File: config.mk
export PLATFORM = sky130hd
export DESIGN_NAME = multi_hit_resolver
export DESIGN_NICKNAME = d
export VERILOG_FILES = /design/src/rtl/multi_hit_resolver_pkg.sv /design/src/rtl/multi_hit_resolver_aabb.sv /design/src/rtl/multi_hit_resolver.sv
export SDC_FILE = /design/constraint.sdc
export NUM_CORES = 1
export LEC_CHECK = 0
export BUFFER_PORTS_ARGS = -buffer_cell sky130_fd_sc_hd__buf_2
export CORE_ASPECT_RATIO = 1.5
export CORE_UTILIZATION = 30
export DETAILED_ROUTE_END_ITERATION = 8
export PLACE_DENSITY = 0.6
export RECOVER_POWER = 50
export SYNTH_ARGS = -nofsm -noshare
export SYNTH_HDL_FRONTEND = slang
export SYNTH_SLANG_ARGS = --single-unit
File: constraint.sdc
create_clock -name clk -period 11.2 [get_ports clk]
set_input_delay 0.56 -clock clk [delete_from_list [all_inputs] [get_ports clk]]
set_output_delay 0.56 -clock clk [all_outputs]
set_load 0.01 [all_outputs]
File: src/rtl/multi_hit_resolver_pkg.sv
// Shared definitions for the multi-hit resolver: bullet colour codes,
// scan FSM states and colour classification helpers.
package multi_hit_resolver_pkg;

   localparam logic [2:0] COL_NONE   = 3'd0;
   localparam logic [2:0] COL_WHITE  = 3'd1;
   localparam logic [2:0] COL_BLUE   = 3'd2;
   localparam logic [2:0] COL_ORANGE = 3'd3;
   localparam logic [2:0] COL_GREEN  = 3'd4;

   typedef enum logic [1:0] {
      ST_IDLE  = 2'd0,
      ST_SCAN  = 2'd1,
      ST_APPLY = 2'd2
   } state_e;

   // Blue only hurts a moving player, orange only a stationary one.
   function automatic logic is_damaging(input logic [2:0] col, input logic moving);
      return (col == COL_WHITE) ||
             ((col == COL_BLUE) && moving) ||
             ((col == COL_ORANGE) && !moving);
   endfunction

   // Codes 5..7 decode as "none", so only the exact green code heals.
   function automatic logic is_healing(input logic [2:0] col);
      return col == COL_GREEN;
   endfunction

endpackage

File: src/rtl/multi_hit_resolver_aabb.sv
// Combinational axis-aligned box overlap test. End coordinates are formed
// one bit wider than the inputs so boxes near the top of the coordinate
// range never wrap. Touching edges and zero-sized boxes do not count.
module aabb_hit #(
   parameter int COORD_W = 8
) (
   input  logic [COORD_W-1:0] ax_i,
   input  logic [COORD_W-1:0] ay_i,
   input  logic [COORD_W-1:0] aw_i,
   input  logic [COORD_W-1:0] ah_i,
   input  logic [COORD_W-1:0] bx_i,
   input  logic [COORD_W-1:0] by_i,
   input  logic [COORD_W-1:0] bw_i,
   input  logic [COORD_W-1:0] bh_i,
   output logic               hit_o
);

   logic [COORD_W:0] a_x_end, a_y_end, b_x_end, b_y_end;
   logic             nonzero, x_ovl, y_ovl;

   assign a_x_end = {1'b0, ax_i} + {1'b0, aw_i};
   assign a_y_end = {1'b0, ay_i} + {1'b0, ah_i};
   assign b_x_end = {1'b0, bx_i} + {1'b0, bw_i};
   assign b_y_end = {1'b0, by_i} + {1'b0, bh_i};

   assign nonzero = (aw_i != '0) && (ah_i != '0) && (bw_i != '0) && (bh_i != '0);
   assign x_ovl   = ({1'b0, ax_i} < b_x_end) && ({1'b0, bx_i} < a_x_end);
   assign y_ovl   = ({1'b0, ay_i} < b_y_end) && ({1'b0, by_i} < a_y_end);
   assign hit_o   = nonzero && x_ovl && y_ovl;

endmodule

File: src/rtl/multi_hit_resolver.sv
// Per-frame bullet/player collision and HP resolver. A frame_tick snapshots
// all inputs, one channel per cycle is tested against the player box through
// a single shared overlap unit, then damage/heal is applied to HP in one step.
module multi_hit_resolver
   import multi_hit_resolver_pkg::*;
#(
   parameter int N_BULLETS    = 8,
   parameter int COORD_W      = 8,
   parameter int HP_W         = 8,
   parameter int HP_MAX       = 20,
   parameter int DMG_HIT      = 4,
   parameter int HEAL_AMT     = 2,
   parameter int IFRAME_TICKS = 10,
   localparam int IDX_W       = (N_BULLETS > 1) ? $clog2(N_BULLETS) : 1
) (
   input  logic                             clk,
   input  logic                             reset,
   input  logic                             frame_tick,
   input  logic [2*COORD_W-1:0]             player_pos,
   input  logic [COORD_W-1:0]               player_size,
   input  logic                             player_moving,
   input  logic [N_BULLETS*2*COORD_W-1:0]   bullet_pos,
   input  logic [N_BULLETS*2*COORD_W-1:0]   bullet_size,
   input  logic [N_BULLETS*3-1:0]           bullet_color,
   input  logic [N_BULLETS-1:0]             bullet_valid,
   output logic [HP_W-1:0]                  hp_out,
   output logic                             hit_pulse,
   output logic                             heal_pulse,
   output logic [IDX_W-1:0]                 hit_index,
   output logic                             dead,
   output logic                             busy,
   output logic                             overrun
);

   localparam int IFR_W = (IFRAME_TICKS > 0) ? $clog2(IFRAME_TICKS + 1) : 1;
   localparam int SW    = HP_W + 2;
   localparam logic [IDX_W-1:0] LAST_IDX = IDX_W'(N_BULLETS - 1);

   state_e                           state_q;
   logic [IDX_W-1:0]                 idx_q;
   logic [IFR_W-1:0]                 iframe_q;
   logic                             immune_q;
   logic [HP_W-1:0]                  hp_q, dmg_acc_q, heal_acc_q;
   logic                             found_q;
   logic [IDX_W-1:0]                 cand_q, hit_index_q;
   logic                             hit_pulse_q, heal_pulse_q, dead_q, overrun_q;

   // Frame snapshot
   logic [2*COORD_W-1:0]             ppos_q;
   logic [COORD_W-1:0]               psize_q;
   logic                             moving_q;
   logic [N_BULLETS*2*COORD_W-1:0]   bpos_q, bsize_q;
   logic [N_BULLETS*3-1:0]           bcol_q;
   logic [N_BULLETS-1:0]             bvalid_q;

   logic [COORD_W-1:0] snap_bx [N_BULLETS];
   logic [COORD_W-1:0] snap_by [N_BULLETS];
   logic [COORD_W-1:0] snap_bw [N_BULLETS];
   logic [COORD_W-1:0] snap_bh [N_BULLETS];
   logic [2:0]         snap_bc [N_BULLETS];

   for (genvar gi = 0; gi < N_BULLETS; gi++) begin : g_unpack
      assign snap_bx[gi] = bpos_q [gi*2*COORD_W + COORD_W +: COORD_W];
      assign snap_by[gi] = bpos_q [gi*2*COORD_W +: COORD_W];
      assign snap_bw[gi] = bsize_q[gi*2*COORD_W + COORD_W +: COORD_W];
      assign snap_bh[gi] = bsize_q[gi*2*COORD_W +: COORD_W];
      assign snap_bc[gi] = bcol_q [gi*3 +: 3];
   end

   logic overlap;

   aabb_hit #(.COORD_W(COORD_W)) u_aabb (
      .ax_i (ppos_q[2*COORD_W-1:COORD_W]),
      .ay_i (ppos_q[COORD_W-1:0]),
      .aw_i (psize_q),
      .ah_i (psize_q),
      .bx_i (snap_bx[idx_q]),
      .by_i (snap_by[idx_q]),
      .bw_i (snap_bw[idx_q]),
      .bh_i (snap_bh[idx_q]),
      .hit_o(overlap)
   );

   logic                dmg_hit, heal_hit, found_d;
   logic [IDX_W-1:0]    cand_d;
   logic [HP_W:0]       dmg_sum, heal_sum;
   logic [HP_W-1:0]     dmg_acc_d, heal_acc_d, eff_dmg_d, hp_new_d;
   logic signed [SW-1:0] hp_sum_d;

   // Classify the current channel and form saturating accumulator updates
   always_comb begin
      dmg_hit    = bvalid_q[idx_q] && overlap && is_damaging(snap_bc[idx_q], moving_q);
      heal_hit   = bvalid_q[idx_q] && overlap && is_healing(snap_bc[idx_q]);
      dmg_sum    = {1'b0, dmg_acc_q} + (HP_W+1)'(DMG_HIT);
      heal_sum   = {1'b0, heal_acc_q} + (HP_W+1)'(HEAL_AMT);
      dmg_acc_d  = dmg_acc_q;
      heal_acc_d = heal_acc_q;
      found_d    = found_q;
      cand_d     = cand_q;
      if (dmg_hit) begin
         dmg_acc_d = dmg_sum[HP_W] ? '1 : dmg_sum[HP_W-1:0];
         if (!found_q) begin
            found_d = 1'b1;
            cand_d  = idx_q;
         end
      end
      if (heal_hit) begin
         heal_acc_d = heal_sum[HP_W] ? '1 : heal_sum[HP_W-1:0];
      end
   end

   // Net HP for the frame, clamped to [0, HP_MAX]
   always_comb begin
      eff_dmg_d = immune_q ? '0 : dmg_acc_q;
      hp_sum_d  = $signed({2'b00, hp_q}) - $signed({2'b00, eff_dmg_d})
                + $signed({2'b00, heal_acc_q});
      if (hp_sum_d[SW-1]) begin
         hp_new_d = '0;
      end else if (hp_sum_d > $signed(SW'(HP_MAX))) begin
         hp_new_d = HP_W'(HP_MAX);
      end else begin
         hp_new_d = hp_sum_d[HP_W-1:0];
      end
   end

   // Scan FSM: snapshot on tick, one channel per cycle, then apply to HP
   always_ff @(posedge clk) begin
      if (reset) begin
         state_q      <= ST_IDLE;
         idx_q        <= '0;
         iframe_q     <= '0;
         immune_q     <= 1'b0;
         hp_q         <= HP_W'(HP_MAX);
         dmg_acc_q    <= '0;
         heal_acc_q   <= '0;
         found_q      <= 1'b0;
         cand_q       <= '0;
         hit_index_q  <= '0;
         hit_pulse_q  <= 1'b0;
         heal_pulse_q <= 1'b0;
         dead_q       <= 1'b0;
         overrun_q    <= 1'b0;
         ppos_q       <= '0;
         psize_q      <= '0;
         moving_q     <= 1'b0;
         bpos_q       <= '0;
         bsize_q      <= '0;
         bcol_q       <= '0;
         bvalid_q     <= '0;
      end else begin
         hit_pulse_q  <= 1'b0;
         heal_pulse_q <= 1'b0;
         if (frame_tick && (state_q != ST_IDLE)) begin
            overrun_q <= 1'b1;
         end
         case (state_q)
            ST_IDLE: begin
               if (frame_tick && !dead_q) begin
                  ppos_q     <= player_pos;
                  psize_q    <= player_size;
                  moving_q   <= player_moving;
                  bpos_q     <= bullet_pos;
                  bsize_q    <= bullet_size;
                  bcol_q     <= bullet_color;
                  bvalid_q   <= bullet_valid;
                  dmg_acc_q  <= '0;
                  heal_acc_q <= '0;
                  found_q    <= 1'b0;
                  cand_q     <= '0;
                  idx_q      <= '0;
                  immune_q   <= (iframe_q != '0);
                  if (iframe_q != '0) begin
                     iframe_q <= iframe_q - 1'b1;
                  end
                  state_q    <= ST_SCAN;
               end
            end
            ST_SCAN: begin
               dmg_acc_q  <= dmg_acc_d;
               heal_acc_q <= heal_acc_d;
               found_q    <= found_d;
               cand_q     <= cand_d;
               if (idx_q == LAST_IDX) begin
                  state_q <= ST_APPLY;
               end else begin
                  idx_q <= idx_q + 1'b1;
               end
            end
            ST_APPLY: begin
               hp_q         <= hp_new_d;
               hit_pulse_q  <= (hp_new_d < hp_q);
               heal_pulse_q <= (hp_new_d > hp_q);
               if (eff_dmg_d != '0) begin
                  iframe_q    <= IFR_W'(IFRAME_TICKS);
                  hit_index_q <= cand_q;
               end
               if (hp_new_d == '0) begin
                  dead_q <= 1'b1;
               end
               state_q <= ST_IDLE;
            end
            default: state_q <= ST_IDLE;
         endcase
      end
   end

   assign hp_out     = hp_q;
   assign hit_pulse  = hit_pulse_q;
   assign heal_pulse = heal_pulse_q;
   assign hit_index  = hit_index_q;
   assign dead       = dead_q;
   assign busy       = (state_q != ST_IDLE);
   assign overrun    = overrun_q;

endmodule

Word level (Yosys, flattened, before mapping) --
Cells that the tools add are included.
Word-level totals: input bits 316, register bits after elaboration 358
Cells by class: muxes and demuxes 43, order comparisons 9, $add $sub $neg 10, bitwise logic cells 2, reduce and logical (&&, ||, !) cells 37, eq/ne operators 15
Operator list (number):
- $mux W8 | 16
- $bmux W8 S3 | 4
- $add A8 B8 Y9 | 4
- $lt A8 B9 Y1 | 4
- $pmux W8 S2 | 2
- $reduce_bool A8 Y1 | 4
- $mux W3 | 6
- $ne A2 B2 Y1 const B | 8
- $logic_and A1 B1 Y1 | 13
- $mux W4 | 3
- $pmux W3 S2 | 2
- $add A9 B9 Y10 | 1
- $gt A10 B6 Y1 const B | 1
- $add A8 B2 Y9 const B | 1
- $add A8 B3 Y9 const B | 1
- $bmux W3 S3 | 1
- $reduce_and A3 Y1 | 3
- $sub A8 B8 Y9 | 1
- $gt A8 B8 Y1 | 1
- $logic_not A8 Y1 | 1
- $lt A8 B8 Y1 | 1
- $pmux W4 S2 | 1
- $reduce_and A2 Y1 | 4
- $reduce_and A4 Y1 | 2
- 22 further kinds | 31

Longest topological paths before layout --
depth in word-level cells 13, depth in mapped cells 25, depth with buffers taken out 24

By module --
A second synthesis with hierarchy kept.
Second synthesis, totals: cell total of the unflattened synthesis 2066, area, all modules 17419.2 um^2
By module, submodules not included:
- multi_hit_resolver | area each 15548.7 um^2, cells each 1835, instances 1, sequential area each 7146.9 um^2
- aabb_hit | area each 1870.5 um^2, cells each 231, instances 1, sequential area each 0.0 um^2

Least setup slack after synthesis --
OpenSTA, ideal clock, no wires.
path type flip-flop to flip-flop, start register idx_q[1], end register dmg_acc_q[7], period minus slack after synthesis 5726 ps, slack 5474 ps, cell stages (with the launch flop) 24, arrival 5664 ps, path buffers 6, library setup time 62 ps, cell sequence dfxtp_1 buf_4 buf_2 buf_1 clkbuf_1 buf_1 mux4_2 mux2_2 ha_1 a21o_1 a21oi_1 o21bai_1 a21oi_1 o21bai_1 a21oi_1 xor2_1 ha_1 a2111oi_0 o21ai_0 a31o_2 or4_1 buf_2 or4_1 nand3_1
Between the ends: word-level cells in the longest chain between the ends 13
RTL lines:
- start, declared | RTL line multi_hit_resolver.sv:40 | logic [IDX_W-1:0] idx_q;
- start signal, assigned | RTL line multi_hit_resolver.sv:186 | idx_q <= idx_q + 1'b1;
- $not A3 Y4 (implied by the code)
- $bmux W8 S3, on equally long branches | RTL line multi_hit_resolver.sv:77, multi_hit_resolver.sv:79
- $mux W8, on equally long branches (2 in series) | RTL line multi_hit_resolver.sv:77, multi_hit_resolver.sv:79
- $add A8 B8 Y9 or $reduce_bool A8 Y1 (tied branches) | RTL line multi_hit_resolver_aabb.sv:23, multi_hit_resolver_aabb.sv:26
- $lt A8 B9 Y1 or $logic_and A1 B1 Y1 (tied branches) | RTL line multi_hit_resolver_aabb.sv:27, multi_hit_resolver_aabb.sv:26
- $logic_and A1 B1 Y1, on equally long branches | RTL line multi_hit_resolver_aabb.sv:27, multi_hit_resolver_aabb.sv:26
- $logic_and A1 B1 Y1 (2 in series) | RTL line multi_hit_resolver_aabb.sv:29 | assign hit_o = nonzero && x_ovl && y_ovl;
- $logic_and A1 B1 Y1 | RTL line multi_hit_resolver.sv:92 | dmg_hit = bvalid_q[idx_q] && overlap && is_damaging(snap_bc[idx_q], moving_q);
- $logic_and A1 B1 Y1 * | RTL line multi_hit_resolver.sv:92
- $ne A2 B2 Y1 (no line) *
- $reduce_and A3 Y1 (no line) *
- end signal, assigned | RTL line multi_hit_resolver.sv:179 | dmg_acc_q <= dmg_acc_d;
- end, declared | RTL line multi_hit_resolver.sv:43 | logic [HP_W-1:0] hp_q, dmg_acc_q, heal_acc_q;
Every way passes the cells marked *; elsewhere a longest branch is shown, timed or not. The select of a mux whose other input is x is not followed. A chain may end at the register's enable or synchronous reset.

Final worst setup path --
start register idx_q[0], end register dmg_acc_q[7]
Same word-level chain as after synthesis.

==> metrics <==
outcome=finished with violations; failing checks=max-capacitance violations, max-slew violations; number of global-route vias before repair=16330; Reg clk slew, reported paths=0.06 ns; Post-synth EDFFs=0; worst skew pair latency=0.57 ns; Pins Over Slew Limit=372; DRT Wirelength=66.41 mm; Hold Crit Start=bullet_color[12]; clk root buf=clkbuf_16; startpoint types=flip-flop; first-pass GRT wire length=98.12 mm; post-synthesis simple-gate area fraction=0.1960; largest family of logic cells by synthesized area=simple AND/OR/NAND/NOR gates; starting density of the core=0.3042; CTS tree=built; Tcrit/Tclk final=0.7323; largest net degree at the start of global routing=241; crit path DAT=8.71 ns; # port buffers=331; DR vias=16560; area grow syn2layout=19.60%; Fin Setup TNS=0 ns; worst r2r src=idx_q[0]; dpl cells=3134; CTS Buf Count=39; DPL Wire Length=51.17 mm; Antenna diodes=0; CTS H-tree depth=2; CP Launch Point=idx_q[0]; DIE AREA=60730 um^2; Gate Count Post-Synth=2151; CORE AREA=58920 um^2; postcts setup bufs=0; synthesized cell area=17920 um^2; Crit Path Max Fanout=42; # DRC=0; Post-CTS Hold Buffers=0; Compound-Gate Fraction of Synth Area=0.1660; Peak VDD IR=0.09410 mV; Max Fclk=121.9 MHz; Crit Path Class=flip-flop to flip-flop; Die X=201.6 um; adder-cell area share of the yosys netlist=0.07094; async set or reset register ratio after synthesis=0; Initial DRC Count=1326; Sinks on Clock Net=357; Overflow after GRT=0; Routed Antenna Nets=0; skew final=0.01525 ns; syn avg cell area=8.331 um^2; routed length per instance=20.73 um; FF+latch count, synth=357; Power, Total=3.303 mW; nets=2812; Final Wtd Congestion=0.9497; # resized after CTS=0; Max Cap Viol=5; CTS Buffer Depth=3; CP endpoint kind=flip-flop; power per cell area=154.1 nW/um^2; GRT Overall Usage=0.2143; initial antenna violation count=0; Final min period=8.202 ns; Non-Filler Instances=3204; Ports=332; Die Ht=301.3 um; Rows=109; portion of netlist area occupied by mux cells=0.1136; commonest non-fill, non-tap cell in the layout=nand2_1; most frequent cells in the layout=nand2_1, a21oi_1, dfxtp_1, buf_2, ha_1; final setup vio count=0; Worst-Margin Slew=3.619 ns; RSZ-0062 raised after global routing=false; Hold Fails Final Rpt=0; P_leak=8.598 nW; YS warnings=0; Netlist cell types=71; ys flop type=dfxtp_1; drt pass-1 iters=8; share of cells above drive strength 1=0.2064; CP required=11.71 ns; Seq/Total Area, Yosys=0.3988; Worst slew margin=-1.413; Post-Synth XOR/XNOR Area=0.01613; drt via density=5.168; Hold Path Class=input pin to flip-flop
[cell families (layout without fill, tap and decap cells)]
kind of cell    count (synthesis)  in the layout
flops                         357            357
other cells                     1              3
compound gates                524            524
fa+ha+maj                      98             98
simple gates                  848            848
mux                           116            116
xor+xnor                       33             33
buf+inv                       174            448
[registers in the layout, indices dropped and copies added, names as in the netlist, 2 cells and up]
name	cells
idx_q	3
ppos_q	16
bvalid_q	8
hp_out	8
state_q	2
iframe_q	4
heal_acc_q	8
bpos_q	128
dmg_acc_q	7
bsize_q	128
psize_q	8
bcol_q	24
cand_q	3
hit_index	3
[synthesized netlist by cell type, types with 3 or more instances]
cell type | number | share of area
o221ai_1 | 7 | 0.0034
nand3_1 | 17 | 0.0047
o21a_1 | 6 | 0.0025
nand4_1 | 4 | 0.0014
nor2_1 | 58 | 0.012
nor2b_1 | 8 | 0.0028
a22oi_1 | 7 | 0.0029
inv_1 | 35 | 0.0073
o22ai_1 | 6 | 0.0021
or4_1 | 5 | 0.0021
dfxtp_1 | 357 | 0.40
buf_1 | 10 | 0.0021
o21ai_0 | 30 | 0.0084
buf_2 | 5 | 0.0014
nor3b_1 | 6 | 0.0025
nand2_1 | 652 | 0.14
buf_4 | 5 | 0.0021
a21oi_1 | 374 | 0.10
and2_1 | 6 | 0.0021
mux2_2 | 36 | 0.023
nand2b_1 | 25 | 0.0087
or3_1 | 9 | 0.0031
o21bai_1 | 13 | 0.0054
a2111oi_0 | 4 | 0.0020
mux4_2 | 66 | 0.083
a211oi_1 | 10 | 0.0042
xnor2_1 | 18 | 0.0088
fa_1 | 6 | 0.0067
a32o_1 | 3 | 0.0017
xor2_1 | 15 | 0.0073
or2_2 | 5 | 0.0017
a21o_1 | 17 | 0.0071
o311a_1 | 3 | 0.0017
mux2i_1 | 13 | 0.0073
o211ai_1 | 8 | 0.0034
ha_1 | 92 | 0.064
nor4_1 | 12 | 0.0042
clkbuf_1 | 117 | 0.025
o31ai_1 | 10 | 0.0042
nor3_1 | 29 | 0.0081
[power by group]
| group | switching, mW | internal (mW) | total, mW |
|---|---|---|---|
| logic | 0.297 | 0.221 | 0.518 |
| clock network | 0.559 | 0.803 | 1.36 |
| registers | 0.0757 | 1.35 | 1.42 |
[path summary, 6_finish.rpt]
kind / to / slack [ns] / cells after the start
max reg2reg: dmg_acc_q[7] / 3.00 / 18
min: bcol_q[12] / 0.23 / 3
max: dmg_acc_q[7] / 3.00 / 18
min reg2reg: bpos_q[111] / 0.45 / 2
[critical path, stage by stage, from the launching register on]
cell and delay [ns]:
dfxtp_4 0.77, clkbuf_1 2.41, mux4_2 0.73, mux2_2 0.34, ha_1 0.30, a21o_1 0.18, a21oi_1 0.22, o21bai_1 0.09
a21oi_1 0.27, o21bai_1 0.10, a21oi_1 0.18, xor2_1 0.09, ha_1 0.20, a2111oi_0 0.32, o21ai_0 0.14, a31o_2 0.30
or4_1 0.81, or4_1 0.60, nand3_1 0.10
[final cells by class]
type                            count  area [um^2]
Tap cell                          777        972.2
Clock inverter                     13        176.4
Fill cell                        6193        37480
Timing Repair Buffer              342         1723
Multi-Input combinational cell   1622        10090
Sequential cell                   357         7156
Clock buffer                       57         1175
Inverter                           36        135.1
[routing by layer]
layer,track usage,vias up,wire length [um]
met1,0.2374,7927,25300
met4,0.1136,0,3603
met2,0.3959,550,34670
met5,0,-,0
met3,0.02777,130,2838
li1,-,7950,-
[per-stage QoR]
step	util	setup slack, ns	hold slack, ns	area (um^2)
finish	0.3638	2.998	0.2327	21430
floorplan	-	5.474	0.4318	17930
CTS	0.3646	4.722	0.2098	21480
global placement	0.3416	4.750	0.4414	20130
detailed placement	0.3416	4.753	0.4446	20130
global route	0.3638	2.145	0.2189	21430
(Power assumes the default switching activity.)
